<file path="config.mk">
export PLATFORM = sky130hd
export DESIGN_NAME = sipo_deserializer
export DESIGN_NICKNAME = d
export VERILOG_FILES = /design/src/rtl/sipo_deserializer.sv
export SDC_FILE = /design/constraint.sdc
export NUM_CORES = 1
export LEC_CHECK = 0
export ABC_AREA = 1
export CORE_MARGIN = 3
export CORE_UTILIZATION = 45
export DETAILED_ROUTE_END_ITERATION = 16
export PLACE_DENSITY = 0.78
export SYNTH_ARGS = -nofsm -noshare
export SYNTH_HDL_FRONTEND = slang
export SYNTH_SLANG_ARGS = --single-unit
</file>
<file path="constraint.sdc">
create_clock -name clk -period 1.4 [get_ports clk]
set_clock_uncertainty 0.15 [all_clocks]
set_input_delay 0.14 -clock clk [delete_from_list [all_inputs] [get_ports clk]]
set_output_delay 0.14 -clock clk [all_outputs]
set_load 0.05 [all_outputs]
</file>
<file path="src/rtl/sipo_deserializer.sv">
// Serial-in, parallel-out frame receiver: assembles sof-delimited WIDTH-bit frames
// into a holding register with a valid/ready handshake and framing/overrun flags.
module sipo_deserializer #(
    parameter int unsigned WIDTH     = 4,
    parameter bit          MSB_FIRST = 1'b1
) (
    input  logic             clk,
    input  logic             rst_n,
    input  logic             sin,
    input  logic             sin_en,
    input  logic             sof,
    input  logic             dout_ready,
    input  logic             clr_ovr,
    output logic [WIDTH-1:0] dout,
    output logic             dout_valid,
    output logic             busy,
    output logic             frame_err,
    output logic             overrun
);

    localparam int unsigned CW = $clog2(WIDTH + 1);

    typedef enum logic {
        IDLE,
        SHIFT
    } state_t;

    state_t           state_q, state_d;
    logic [WIDTH-1:0] shift_q, shift_d;
    logic [CW-1:0]    cnt_q, cnt_d;
    logic [WIDTH-1:0] dout_q, dout_d;
    logic             dout_valid_q, dout_valid_d;
    logic             busy_q, busy_d;
    logic             frame_err_q, frame_err_d;
    logic             overrun_q, overrun_d;

    logic [WIDTH-1:0] shift_next;
    logic [WIDTH-1:0] shift_first;
    logic             complete;
    logic             ovr_set;

    always_comb begin
        if (MSB_FIRST) begin
            shift_next  = {shift_q[WIDTH-2:0], sin};
            shift_first = {{(WIDTH-1){1'b0}}, sin};
        end else begin
            shift_next  = {sin, shift_q[WIDTH-1:1]};
            shift_first = {sin, {(WIDTH-1){1'b0}}};
        end
    end

    always_comb begin
        state_d      = state_q;
        shift_d      = shift_q;
        cnt_d        = cnt_q;
        dout_d       = dout_q;
        dout_valid_d = dout_valid_q;
        frame_err_d  = 1'b0;
        complete     = 1'b0;
        ovr_set      = 1'b0;

        case (state_q)
            IDLE: begin
                if (sin_en && sof) begin
                    shift_d = shift_first;
                    cnt_d   = CW'(1);
                    state_d = SHIFT;
                end
            end
            SHIFT: begin
                if (sin_en) begin
                    if (sof) begin
                        frame_err_d = 1'b1;
                        shift_d     = shift_first;
                        cnt_d       = CW'(1);
                    end else begin
                        shift_d = shift_next;
                        if (cnt_q == CW'(WIDTH - 1)) begin
                            complete = 1'b1;
                            cnt_d    = '0;
                            state_d  = IDLE;
                        end else begin
                            cnt_d = cnt_q + CW'(1);
                        end
                    end
                end
            end
            default: state_d = IDLE;
        endcase

        // A completing frame may load on the same edge the consumer accepts the old one.
        if (complete) begin
            if (!dout_valid_q || dout_ready) begin
                dout_d       = shift_next;
                dout_valid_d = 1'b1;
            end else begin
                ovr_set = 1'b1;
            end
        end else if (dout_valid_q && dout_ready) begin
            dout_valid_d = 1'b0;
        end

        overrun_d = ovr_set ? 1'b1 : (clr_ovr ? 1'b0 : overrun_q);
        busy_d    = (state_d == SHIFT);
    end

    always_ff @(posedge clk or negedge rst_n) begin
        if (!rst_n) begin
            state_q      <= IDLE;
            shift_q      <= '0;
            cnt_q        <= '0;
            dout_q       <= '0;
            dout_valid_q <= 1'b0;
            busy_q       <= 1'b0;
            frame_err_q  <= 1'b0;
            overrun_q    <= 1'b0;
        end else begin
            state_q      <= state_d;
            shift_q      <= shift_d;
            cnt_q        <= cnt_d;
            dout_q       <= dout_d;
            dout_valid_q <= dout_valid_d;
            busy_q       <= busy_d;
            frame_err_q  <= frame_err_d;
            overrun_q    <= overrun_d;
        end
    end

    assign dout       = dout_q;
    assign dout_valid = dout_valid_q;
    assign busy       = busy_q;
    assign frame_err  = frame_err_q;
    assign overrun    = overrun_q;

endmodule

</file>
[Yosys cells after proc, flatten, opt, wreduce, memory -nomap -nowiden]
Cells that the tools add are included.
Operators by class
  multipliers: 0
  equality and inequality tests: 4
  divide/modulo/power cells: 0
  reductions and logical operators: 9
  shifts and indexed selects: 0
  multiplexer cells: 28
  $lt $le $gt $ge: 0
  add/subtract/negate cells: 1
  bitwise logic cells: 1
Operator list (number)
  $mux 3: 7
  $mux 1: 18
  $pmux 3 s2: 2
  $reduce_and 2->1: 3
  $ne 2x2->1 const B: 2
  $reduce_bool 2->1: 2
  $add 3x1->3 const B: 1
  $eq 3x2->1 const B: 1
  $logic_and 1x1->1: 2
  $ne 2x1->1 const B: 1
  $pmux 1 s2: 1
  $logic_not 1->1: 1
  $logic_or 1x1->1: 1
  $not 1->1: 1
Word-level totals
  input port bits: 7
  bits in latches: 0
  bits in writable memories: 0
  memories: 0
  bits in read-only memories: 0
  register bits: 14
  word-level logic and storage cells: 50

[Longest topological paths before layout]
Gate-level depths: netlist of the first run.
  depth after elaboration: 7
  mapped depth: 6
  mapped depth without buffers: 6

[Worst setup path before layout of the first run]
Ideal clock, no wire load.
  path type: flip-flop to flip-flop
  start point: register busy (netlist name)
  end point: register dout_q[0] (netlist: dout[0])
  period minus slack after synthesis: 1.496 ns
  cell stages (with the launch flop): 6
  buffers on the path: 0
  arrival time: 1.227 ns
  path slack: -0.096 ns
  cells stage by stage: dfrtp_1 > nand2_2 > nor2_4 > nand3_2 > nand2_1 > nand2_1
RTL lines
  to (signal assigned): line 121  | dout_q <= dout_d;
  to (decl): line 31  | logic [WIDTH-1:0] dout_q, dout_d;

[Worst setup path in the final report of the first run]
  start point: register cnt_q[1]
  end point: register dout_q[0] (netlist: dout[0])
On the way
  cells in the longest elaborated chain, start to end: 6
Ends and longest elaborated chain
  from (decl): line 30  | logic [CW-1:0] cnt_q, cnt_d;
  from (signal assigned): line 120  | cnt_q <= cnt_d;
  $eq 3x2->1: line 78  | if (cnt_q == CW'(WIDTH - 1)) begin
  $mux 1: line 78
  $mux 1: line 72  | if (sof) begin
  $mux 1: line 71  | if (sin_en) begin
  $mux 1: line 62  | case (state_q)
  $reduce_and 2->1 (no source line)
No other way between the ends.
A chain may end at the register's enable or synchronous reset.

==> impl_metrics.py, run 1 <==
metrics = {
    "synthesis": {
        "ys_warn_count": 0,
        "synth_top_area_share": 0.582,
        "ys_seq_elements": 14,
        "synth_cell_types": 16,
        "synthesis.area_um2": 602,
        "avgSynthCellArea_um2": 9.40,
        "seq_area_frac_synth": 0.582,
        "yosysTopAreaCell": "dfrtp_1",
        "yosys-top-cells-area": "dfrtp_1 (58%), nand2_1 (12%), inv_1 (6.2%), nand4_1 (4.2%), nor2_4 (3.7%)",
        "netlist_instances": 64,
        "syn_nets": 72,
    },
    "global_route": {
        "overflow": 0,
        "grt_pass1_wl_um": 2150,
        "grt_max_degree": 15,
        "antenna_found_initial": 0,
        "grt_pass1_vias": 504,
        "grtUsageTotal": 0.159,
    },
    "floorplan": {
        "die_y_um": 42.6,
        "num_rows": 12,
        "core_um2": 1190,
        "die_area_um2": 1810,
        "start_util": 0.507,
        "ioPinCount": 15,
        "die_x_um": 42.6,
    },
    "timing": {
        "fin_ws_ns": 0.0824,
        "clock.fmax_mhz": 759,
        "finalHoldViolations": 0,
        "fin_setup_tns_ns": 0,
        "fin_crit_ns": 1.32,
        "tightest_slew_ns": 0.223,
        "setup_viol": 0,
        "maxSlewHeadroom": 0.851,
        "maxSlewViolCount": 0,
        "timing.final.crit_share": 0.941,
    },
    "detailed_routing": {
        "firstDrtPassIters": 2,
        "totalWireLength_um": 1220,
        "wl_per_cell_um": 12.0,
        "ant_nets": 0,
        "drtIter0Drc": 4,
        "via_per_inst": 4.96,
        "drc": 0,
        "via_count": 506,
    },
    "cts": {
        "cts-root-buf": "clkbuf_4",
        "cts.path.max_buffers": 2,
        "cts_tree": "done",
        "cts-buffers-inserted": 3,
        "clk_latency_ns": 0.27,
        "clk_pin_slew_ns": 0.08,
        "htree_levels": 1,
        "clock_sinks": 14,
    },
    "final_layout": {
        "fillCellCount": 74,
        "nets": 97,
        "design_area_um2": 925,
        "antenna_cells": 0,
        "area_growth_pct": 53.6,
        "drive_gt1_frac": 0.284,
    },
    "place": {
        "place_congestion": 0.758,
        "dpl.hpwl_um": 960,
        "io_buffers": 14,
        "dpl_cell_area_um2": 878,
        "pre_cts_ws_ns": -0.0261,
    },
    "setup_path": {
        "critical_path_depth": 6,
        "cpMostUsedCell": "nand2_1",
        "start_kind": "flip-flop",
        "critical_path.top_delay_family": "simple AND/OR/NAND/NOR gates",
        "end_kind": "flip-flop",
        "cp.arrival_ns": 1.34,
        "worst-setup-path-type": "flip-flop to flip-flop",
        "slowest_delay_ns": 0.36,
        "cp_max_fo": 7,
        "r2r_cells": 6,
        "crit_slowest_cell": "dfrtp_1",
        "path_buf_inv": 1,
        "path_cells": "ha_2 -> inv_1 -> nor2_4 -> nand3_2 -> nand2_1 -> nand2_1",
        "cp.required_ns": 1.42,
    },
    "flow_run": {
        "maxCapViolCount": 0,
    },
    "pwr": {
        "p_leak_uw": 0.000455,
        "power.density_nw_per_um2": 1710,
        "ir_drop_mv": 1.19,
        "p_total_uw": 1580,
    },
    "run_status": {
        "status": "finished clean",
    },
    "hold_path": {
        "holdCritPathClass": "input pin to async pin",
    },
}
-- cell usage in the layout, fill, tap and decap left out, drive strengths merged --
cell           synthesis  final
dfrtp                 14     14
inv                   10     10
o22ai                  1      1
ha                     1      1
nor2                   3      3
nand2                 20     20
clkbuf                 0      4
a21oi                  3      3
o211ai                 1      1
buf                    0     14
nand4                  4      4
nand3                  4      4
clkdlybuf4s50          0      6
o21ai                  3      3
-- final cells by class --
type / instances / area (µm²) / area share
flip-flops and latches: 14 / 352 / 0.380
repair buffers: 20 / 265 / 0.287
multi-input cells: 40 / 216 / 0.234
inverters: 10 / 37.5 / 0.0406
clock buffers: 4 / 36.3 / 0.0392
well taps: 14 / 17.5 / 0.0189
-- report_power, final --
group	leakage [µW]	internal [µW]	switching [µW]
clock	0.0000210	158	120
sequential	0.000180	496	89.3
combinational	0.000253	335	381
total	0.000455	989	590
-- registers in the layout, summed over array words and instances, names as in the netlist --
register and count:
cnt_q 3, dout_valid 1, shift_q 3, overrun 1, frame_err 1, busy 1
dout 4
-- kinds of logic (layout without fill, tap and decap cells) --
family,count (synthesis),count (layout),share of synthesized area
adder cells (fa/ha/maj),1,1,0.0208
AO/OA/AOI/OAI,8,8,0.0790
flip-flops,14,14,0.582
AND/OR/NAND/NOR,31,31,0.256
buffers and inverters,10,34,0.0624
-- metrics by stage --
stage,hold WS (ns),utilization,cells
4_1_cts,0.0260,0.771,101
2_1_floorplan,-0.306,-,64
5_1_grt,0.0362,0.780,102
3_3_place_gp,0.318,0.741,97
6_report,0.0234,0.780,102
3_5_place_dp,0.324,0.741,97
-- synthesized netlist by cell type (all sizes together) --
cell type  count
o21ai          3
a21oi          3
ha             1
dfrtp         14
nand2         20
nand3          4
o211ai         1
o22ai          1
nor2           3
inv           10
nand4          4
-- metal layers --
layer,track usage,part of all wire
met5,0,0
met4,0.0186,0.0066
met3,0.0773,0.044
met2,0.258,0.54
met1,0.197,0.41
-- worst paths after layout --
check,startpoint,to,slack (ns)
setup / recovery,cnt_q[1],dout[0],0.08
hold / removal,rst_n,dout[1],0.02
setup reg to reg,cnt_q[1],dout[0],0.08
hold reg to reg,shift_q[2],shift_q[2],0.38
max in group asynchronous,rst_n,busy,0.89
min in group clk,clr_ovr,overrun,0.31
-- timing repair --
item                                    4_1_cts  5_1_grt
hold buffers                                  0        0
buffers inserted                              0        1
resized for setup                             0        1
endpoints found under the setup margin        0        2
Note: power is estimated with default switching activity, not from simulation.
==> run 2: changes to the inputs <==
--- a/config.mk
+++ b/config.mk
@@ -9,7 +9,8 @@
 export CORE_MARGIN = 3
 export CORE_UTILIZATION = 45
 export DETAILED_ROUTE_END_ITERATION = 16
-export PLACE_DENSITY = 0.78
+export PLACE_DENSITY = 0.74
+export SKIP_CTS_REPAIR_TIMING = 1
 export SYNTH_ARGS = -nofsm -noshare
 export SYNTH_HDL_FRONTEND = slang
 export SYNTH_SLANG_ARGS = --single-unit
==> run 2 against run 1 <==
Effect of this change:
- die area did not move
- hold slack got worse by 0.0095 ns
- design area fell by 1.1%
- first-iteration DRC count rose by 100%
- fmax fell by 0.42%
- combinational power barely moved
- global-route usage fell by 0.47 points
- critical path type unchanged
- largest power group unchanged
==> impl_metrics.py, run 2 (same netlist as run 1, synthesis figures left out) <==
metrics = {
    "run_status": {
        "status": "finished clean",
    },
    "timing": {
        "setup_viol": 0,
        "tightest_slew_ns": 0.215,
        "fin_setup_tns_ns": 0,
        "fin_crit_ns": 1.32,
        "maxSlewHeadroom": 0.856,
        "timing.final.crit_share": 0.945,
        "finalHoldViolations": 0,
        "maxSlewViolCount": 0,
        "clock.fmax_mhz": 756,
        "hold_slack_ns": 0.0139,
    },
    "cts": {
        "clk_latency_ns": 0.27,
        "clk_pin_slew_ns": 0.08,
        "cts-buffers-inserted": 3,
        "cts_tree": "done",
        "htree_levels": 1,
        "cts.path.max_buffers": 2,
        "clock_sinks": 14,
        "cts-root-buf": "clkbuf_4",
    },
    "final_layout": {
        "antenna_cells": 0,
        "area_growth_pct": 52.0,
        "layout_common_cells": "nand2_1 (19), dfrtp_1 (13), inv_1 (10)",
        "design_area_um2": 915,
        "drive_gt1_frac": 0.264,
        "fin_cells": 101,
        "nets": 96,
        "largest_register_ffs": 4,
        "final_common_cell": "nand2_1",
    },
    "detailed_routing": {
        "firstDrtPassIters": 4,
        "drtIter0Drc": 8,
        "via_count": 515,
        "via_per_inst": 5.10,
        "ant_nets": 0,
        "wl_per_cell_um": 12.8,
        "drc": 0,
        "totalWireLength_um": 1290,
    },
    "hold_path": {
        "holdCritPathClass": "input pin to async pin",
    },
    "global_route": {
        "grtUsageTotal": 0.155,
        "antenna_found_initial": 0,
        "overflow": 0,
        "grt_pass1_vias": 499,
        "grt_max_degree": 15,
        "grt_pass1_wl_um": 2060,
    },
    "setup_path": {
        "cp.arrival_ns": 1.38,
        "worst-setup-path-type": "flip-flop to flip-flop",
        "cp.required_ns": 1.46,
        "start_kind": "flip-flop",
        "cp_max_fo": 4,
        "end_kind": "flip-flop",
    },
    "floorplan": {
        "die_area_um2": 1810,
        "core_um2": 1190,
        "start_util": 0.507,
        "ioPinCount": 15,
        "die_y_um": 42.6,
        "die_x_um": 42.6,
        "num_rows": 12,
    },
    "place": {
        "post-place-cells": 96,
        "dpl.hpwl_um": 964,
        "dpl_cell_area_um2": 871,
        "io_buffers": 14,
        "place_congestion": 0.781,
    },
    "pwr": {
        "power.density_nw_per_um2": 1720,
        "ir_drop_mv": 1.01,
        "p_total_uw": 1580,
        "p_leak_uw": 0.000452,
    },
    "flow_run": {
        "maxCapViolCount": 0,
    },
}
==> run 2: cell types whose count changed in the layout (fill, tap and decap cells not counted), sizes merged <==
| cell | previous run | this run |
|---|---|---|
| buf | 14 | 13 |
==> run 2: stage by stage <==
step                 util  worst slack (ns)
global route        0.771          -0.00927
floorplan               -            0.0700
finish              0.771            0.0769
global placement    0.734            0.0149
detailed placement  0.734           -0.0356
CTS                 0.765            0.0871
==> run 2: path summary, 6_finish.rpt <==
path                               start        to  slack, ns  cells after the start
max in group asynchronous          rst_n      busy       0.90                      2
worst max-delay path            cnt_q[0]   overrun       0.08                      6
worst min register to register  cnt_q[1]  cnt_q[1]       0.37                      2
worst max register to register  cnt_q[0]   overrun       0.08                      6
worst min-delay path               rst_n  cnt_q[0]       0.01                      2
min in group clk                 clr_ovr   overrun       0.28                      4
==> run 2: final cells by class <==
cell class,count,area (µm²)
Clock buffer,4,36.3
Timing Repair Buffer,19,258
Inverter,10,37.5
Fill cell,73,272
Multi-Input combinational cell,40,214
Sequential cell,14,352
Tap cell,14,17.5
==> run 2: per-layer routing <==
| layer | vias up | GRT usage | wire [µm] |
|---|---|---|---|
| met3 | 2 | 0.0773 | 56 |
| li1 | 256 | - | - |
| met1 | 246 | 0.177 | 556 |
| met5 | - | 0 | 0 |
| met4 | 0 | 0.0373 | 10 |
| met2 | 11 | 0.255 | 668 |
==> run 2: worst max-delay path: stages, from the launching register on <==
cell	delay (ns)
dfrtp_1	0.35
ha_1	0.19
inv_1	0.08
nor2_4	0.14
buf_4	0.15
nand2_1	0.08
o21ai_2	0.12
==> run 2: power by group <==
part	total [µW]	internal [µW]	leakage [µW]	switching [µW]
sequential	584	496	0.000180	87.5
clock	280	158	0.0000210	122
combinational	713	331	0.000250	382
==> run 3: changes to the inputs <==
--- a/config.mk
+++ b/config.mk
@@ -6,9 +6,11 @@
 export NUM_CORES = 1
 export LEC_CHECK = 0
 export ABC_AREA = 1
-export CORE_MARGIN = 3
-export CORE_UTILIZATION = 45
+export CAP_MARGIN = 10
+export CORE_AREA = 3 3 40 42
+export CTS_BUF_LIST = sky130_fd_sc_hd__clkbuf_8
 export DETAILED_ROUTE_END_ITERATION = 16
+export DIE_AREA = 0 0 43 45
 export PLACE_DENSITY = 0.74
 export SKIP_CTS_REPAIR_TIMING = 1
 export SYNTH_ARGS = -nofsm -noshare
==> run 3 against run 2 <==
Effect of this change:
- critical path depth stayed put
- total power is 5.2% higher
- fmax is 1.2% higher
- hold slack better by 0.038 ns
- via count is 4.7% lower
- combinational power is 2.9% higher
- non-clock buffer count is 1 higher
- clock power is 17% higher
- setup slack better by 0.016 ns
- global-route usage is 0.40 points lower
- critical path type unchanged
==> impl_metrics.py, run 3 (same netlist as run 1, synthesis figures left out) <==
metrics = {
    "timing": {
        "timing.final.crit_share": 0.934,
        "maxSlewHeadroom": 0.829,
        "clock.fmax_mhz": 765,
        "fin_crit_ns": 1.31,
        "fin_ws_ns": 0.0928,
        "setup_viol": 0,
        "finalHoldViolations": 0,
        "maxSlewViolCount": 0,
        "tightest_slew_ns": 0.256,
    },
    "detailed_routing": {
        "wl_per_cell_um": 12.0,
        "drtIter0Drc": 9,
        "firstDrtPassIters": 5,
        "totalWireLength_um": 1240,
        "via_count": 491,
        "via_per_inst": 4.77,
        "drc": 0,
        "ant_nets": 0,
    },
    "pwr": {
        "switching_share": 0.371,
        "p_sw_uw": 616,
        "p_leak_uw": 0.000463,
        "combinationalPowerShare": 0.442,
        "p_total_uw": 1660,
        "pwr-share-clk": 0.197,
        "power.density_nw_per_um2": 1760,
        "p_int_uw": 1040,
        "seqPwrFrac": 0.360,
        "ir_drop_mv": 0.949,
    },
    "final_layout": {
        "area_growth_pct": 57.0,
        "fillCellCount": 89,
        "layout_common_cells": "nand2_1 (19), dfrtp_1 (13), inv_1 (11)",
        "nets": 97,
        "drive_gt1_frac": 0.273,
        "fin_util": 0.735,
        "antenna_cells": 0,
        "largest_register_ffs": 4,
        "final_common_cell": "nand2_1",
    },
    "floorplan": {
        "die_y_um": 45,
        "die_x_um": 43,
        "core_um2": 1280,
        "ioPinCount": 15,
        "die_area_um2": 1940,
        "num_rows": 13,
        "start_util": 0.468,
    },
    "setup_path": {
        "start_kind": "flip-flop",
        "cpMostUsedCell": "nand2_1",
        "end_kind": "flip-flop",
        "cp-startpoint": "cnt_q[1]",
        "path_buf_inv": 1,
        "cp.arrival_ns": 1.29,
        "slowest_delay_ns": 0.40,
        "path_cells": "ha_4 -> inv_1 -> nor2_4 -> nand3_2 -> nand2_1 -> nand2_1",
        "critical_path.top_delay_family": "simple AND/OR/NAND/NOR gates",
        "cp_max_fo": 7,
        "cp.required_ns": 1.38,
        "rr_startpoint": "cnt_q[1]",
        "worst-setup-path-type": "flip-flop to flip-flop",
        "crit_slowest_cell": "dfrtp_1",
    },
    "cts": {
        "clock_sinks": 14,
        "cts.path.max_buffers": 2,
        "cts_tree": "done",
        "clk_latency_ns": 0.25,
        "clk_pin_slew_ns": 0.05,
        "cts-buffers-inserted": 3,
        "cts-root-buf": "clkbuf_8",
        "htree_levels": 1,
    },
    "run_status": {
        "status": "finished clean",
    },
    "place": {
        "pre_cts_ws_ns": -0.0434,
        "dpl.hpwl_um": 900,
        "io_buffers": 14,
        "place_congestion": 0.775,
    },
    "global_route": {
        "grt_pass1_vias": 489,
        "grt_max_degree": 15,
        "overflow": 0,
        "antenna_found_initial": 0,
        "grtUsageTotal": 0.151,
        "grt_pass1_wl_um": 2010,
    },
    "hold_path": {
        "holdCritPathClass": "input pin to async pin",
    },
    "flow_run": {
        "maxCapViolCount": 0,
    },
}
[run 3: cell types whose count changed in the layout (fill, tap and decap cells not counted)]
cell / before / now
inv_1: 10 / 11
ha_1: 1 / 0
clkbuf_4: 3 / 0
buf_4: 5 / 6
clkbuf_8: 1 / 3
ha_4: 0 / 1
[run 3: per-stage QoR]
stage,cell area [µm²],instances,setup TNS [ns],hold slack (ns)
after floorplan,603,64,0,-0.306
after global placement,865,96,-0.0261,0.314
after detailed placement,865,96,-0.146,0.312
after CTS,910,100,0,0.0569
after global routing,945,103,-0.00714,0.0681
final,945,103,0,0.0523
[run 3: layout make-up]
| type | count | area (µm²) | share of cell area |
|---|---|---|---|
| clock inverter | 1 | 3.75 | 0.00397 |
| inverter | 10 | 37.5 | 0.0397 |
| multi-input combinational | 40 | 226 | 0.240 |
| sequential | 14 | 352 | 0.372 |
| tap | 15 | 18.8 | 0.0199 |
| clock buffer | 3 | 41.3 | 0.0437 |
| timing repair buffer | 20 | 265 | 0.281 |
[run 3: worst paths after layout]
kind                            cells after the start        to  slack, ns
worst min register to register                      2   dout[1]       0.39
worst max register to register                      6   dout[2]       0.09
worst max-delay path                                6   dout[2]       0.09
min in group clk                                    4   overrun       0.32
worst min-delay path                                2  cnt_q[0]       0.05
max in group asynchronous                           2      busy       0.87
[run 3: power groups by stage]
stage / registers, µW / logic (µW) / clock network, µW
after floorplan: 763 / 152 / 0
after global placement: 590 / 683 / 0
after detailed placement: 592 / 693 / 0
after CTS: 589 / 692 / 336
after global routing: 607 / 778 / 361
final: 598 / 734 / 328
[run 3: per-layer routing]
layer	global-route usage	vias up	part of all wire
met5	0	-	0
met4	0.127	0	0.035
met3	0.0478	5	0.073
met2	0.234	18	0.48
met1	0.169	212	0.41
li1	-	256	-
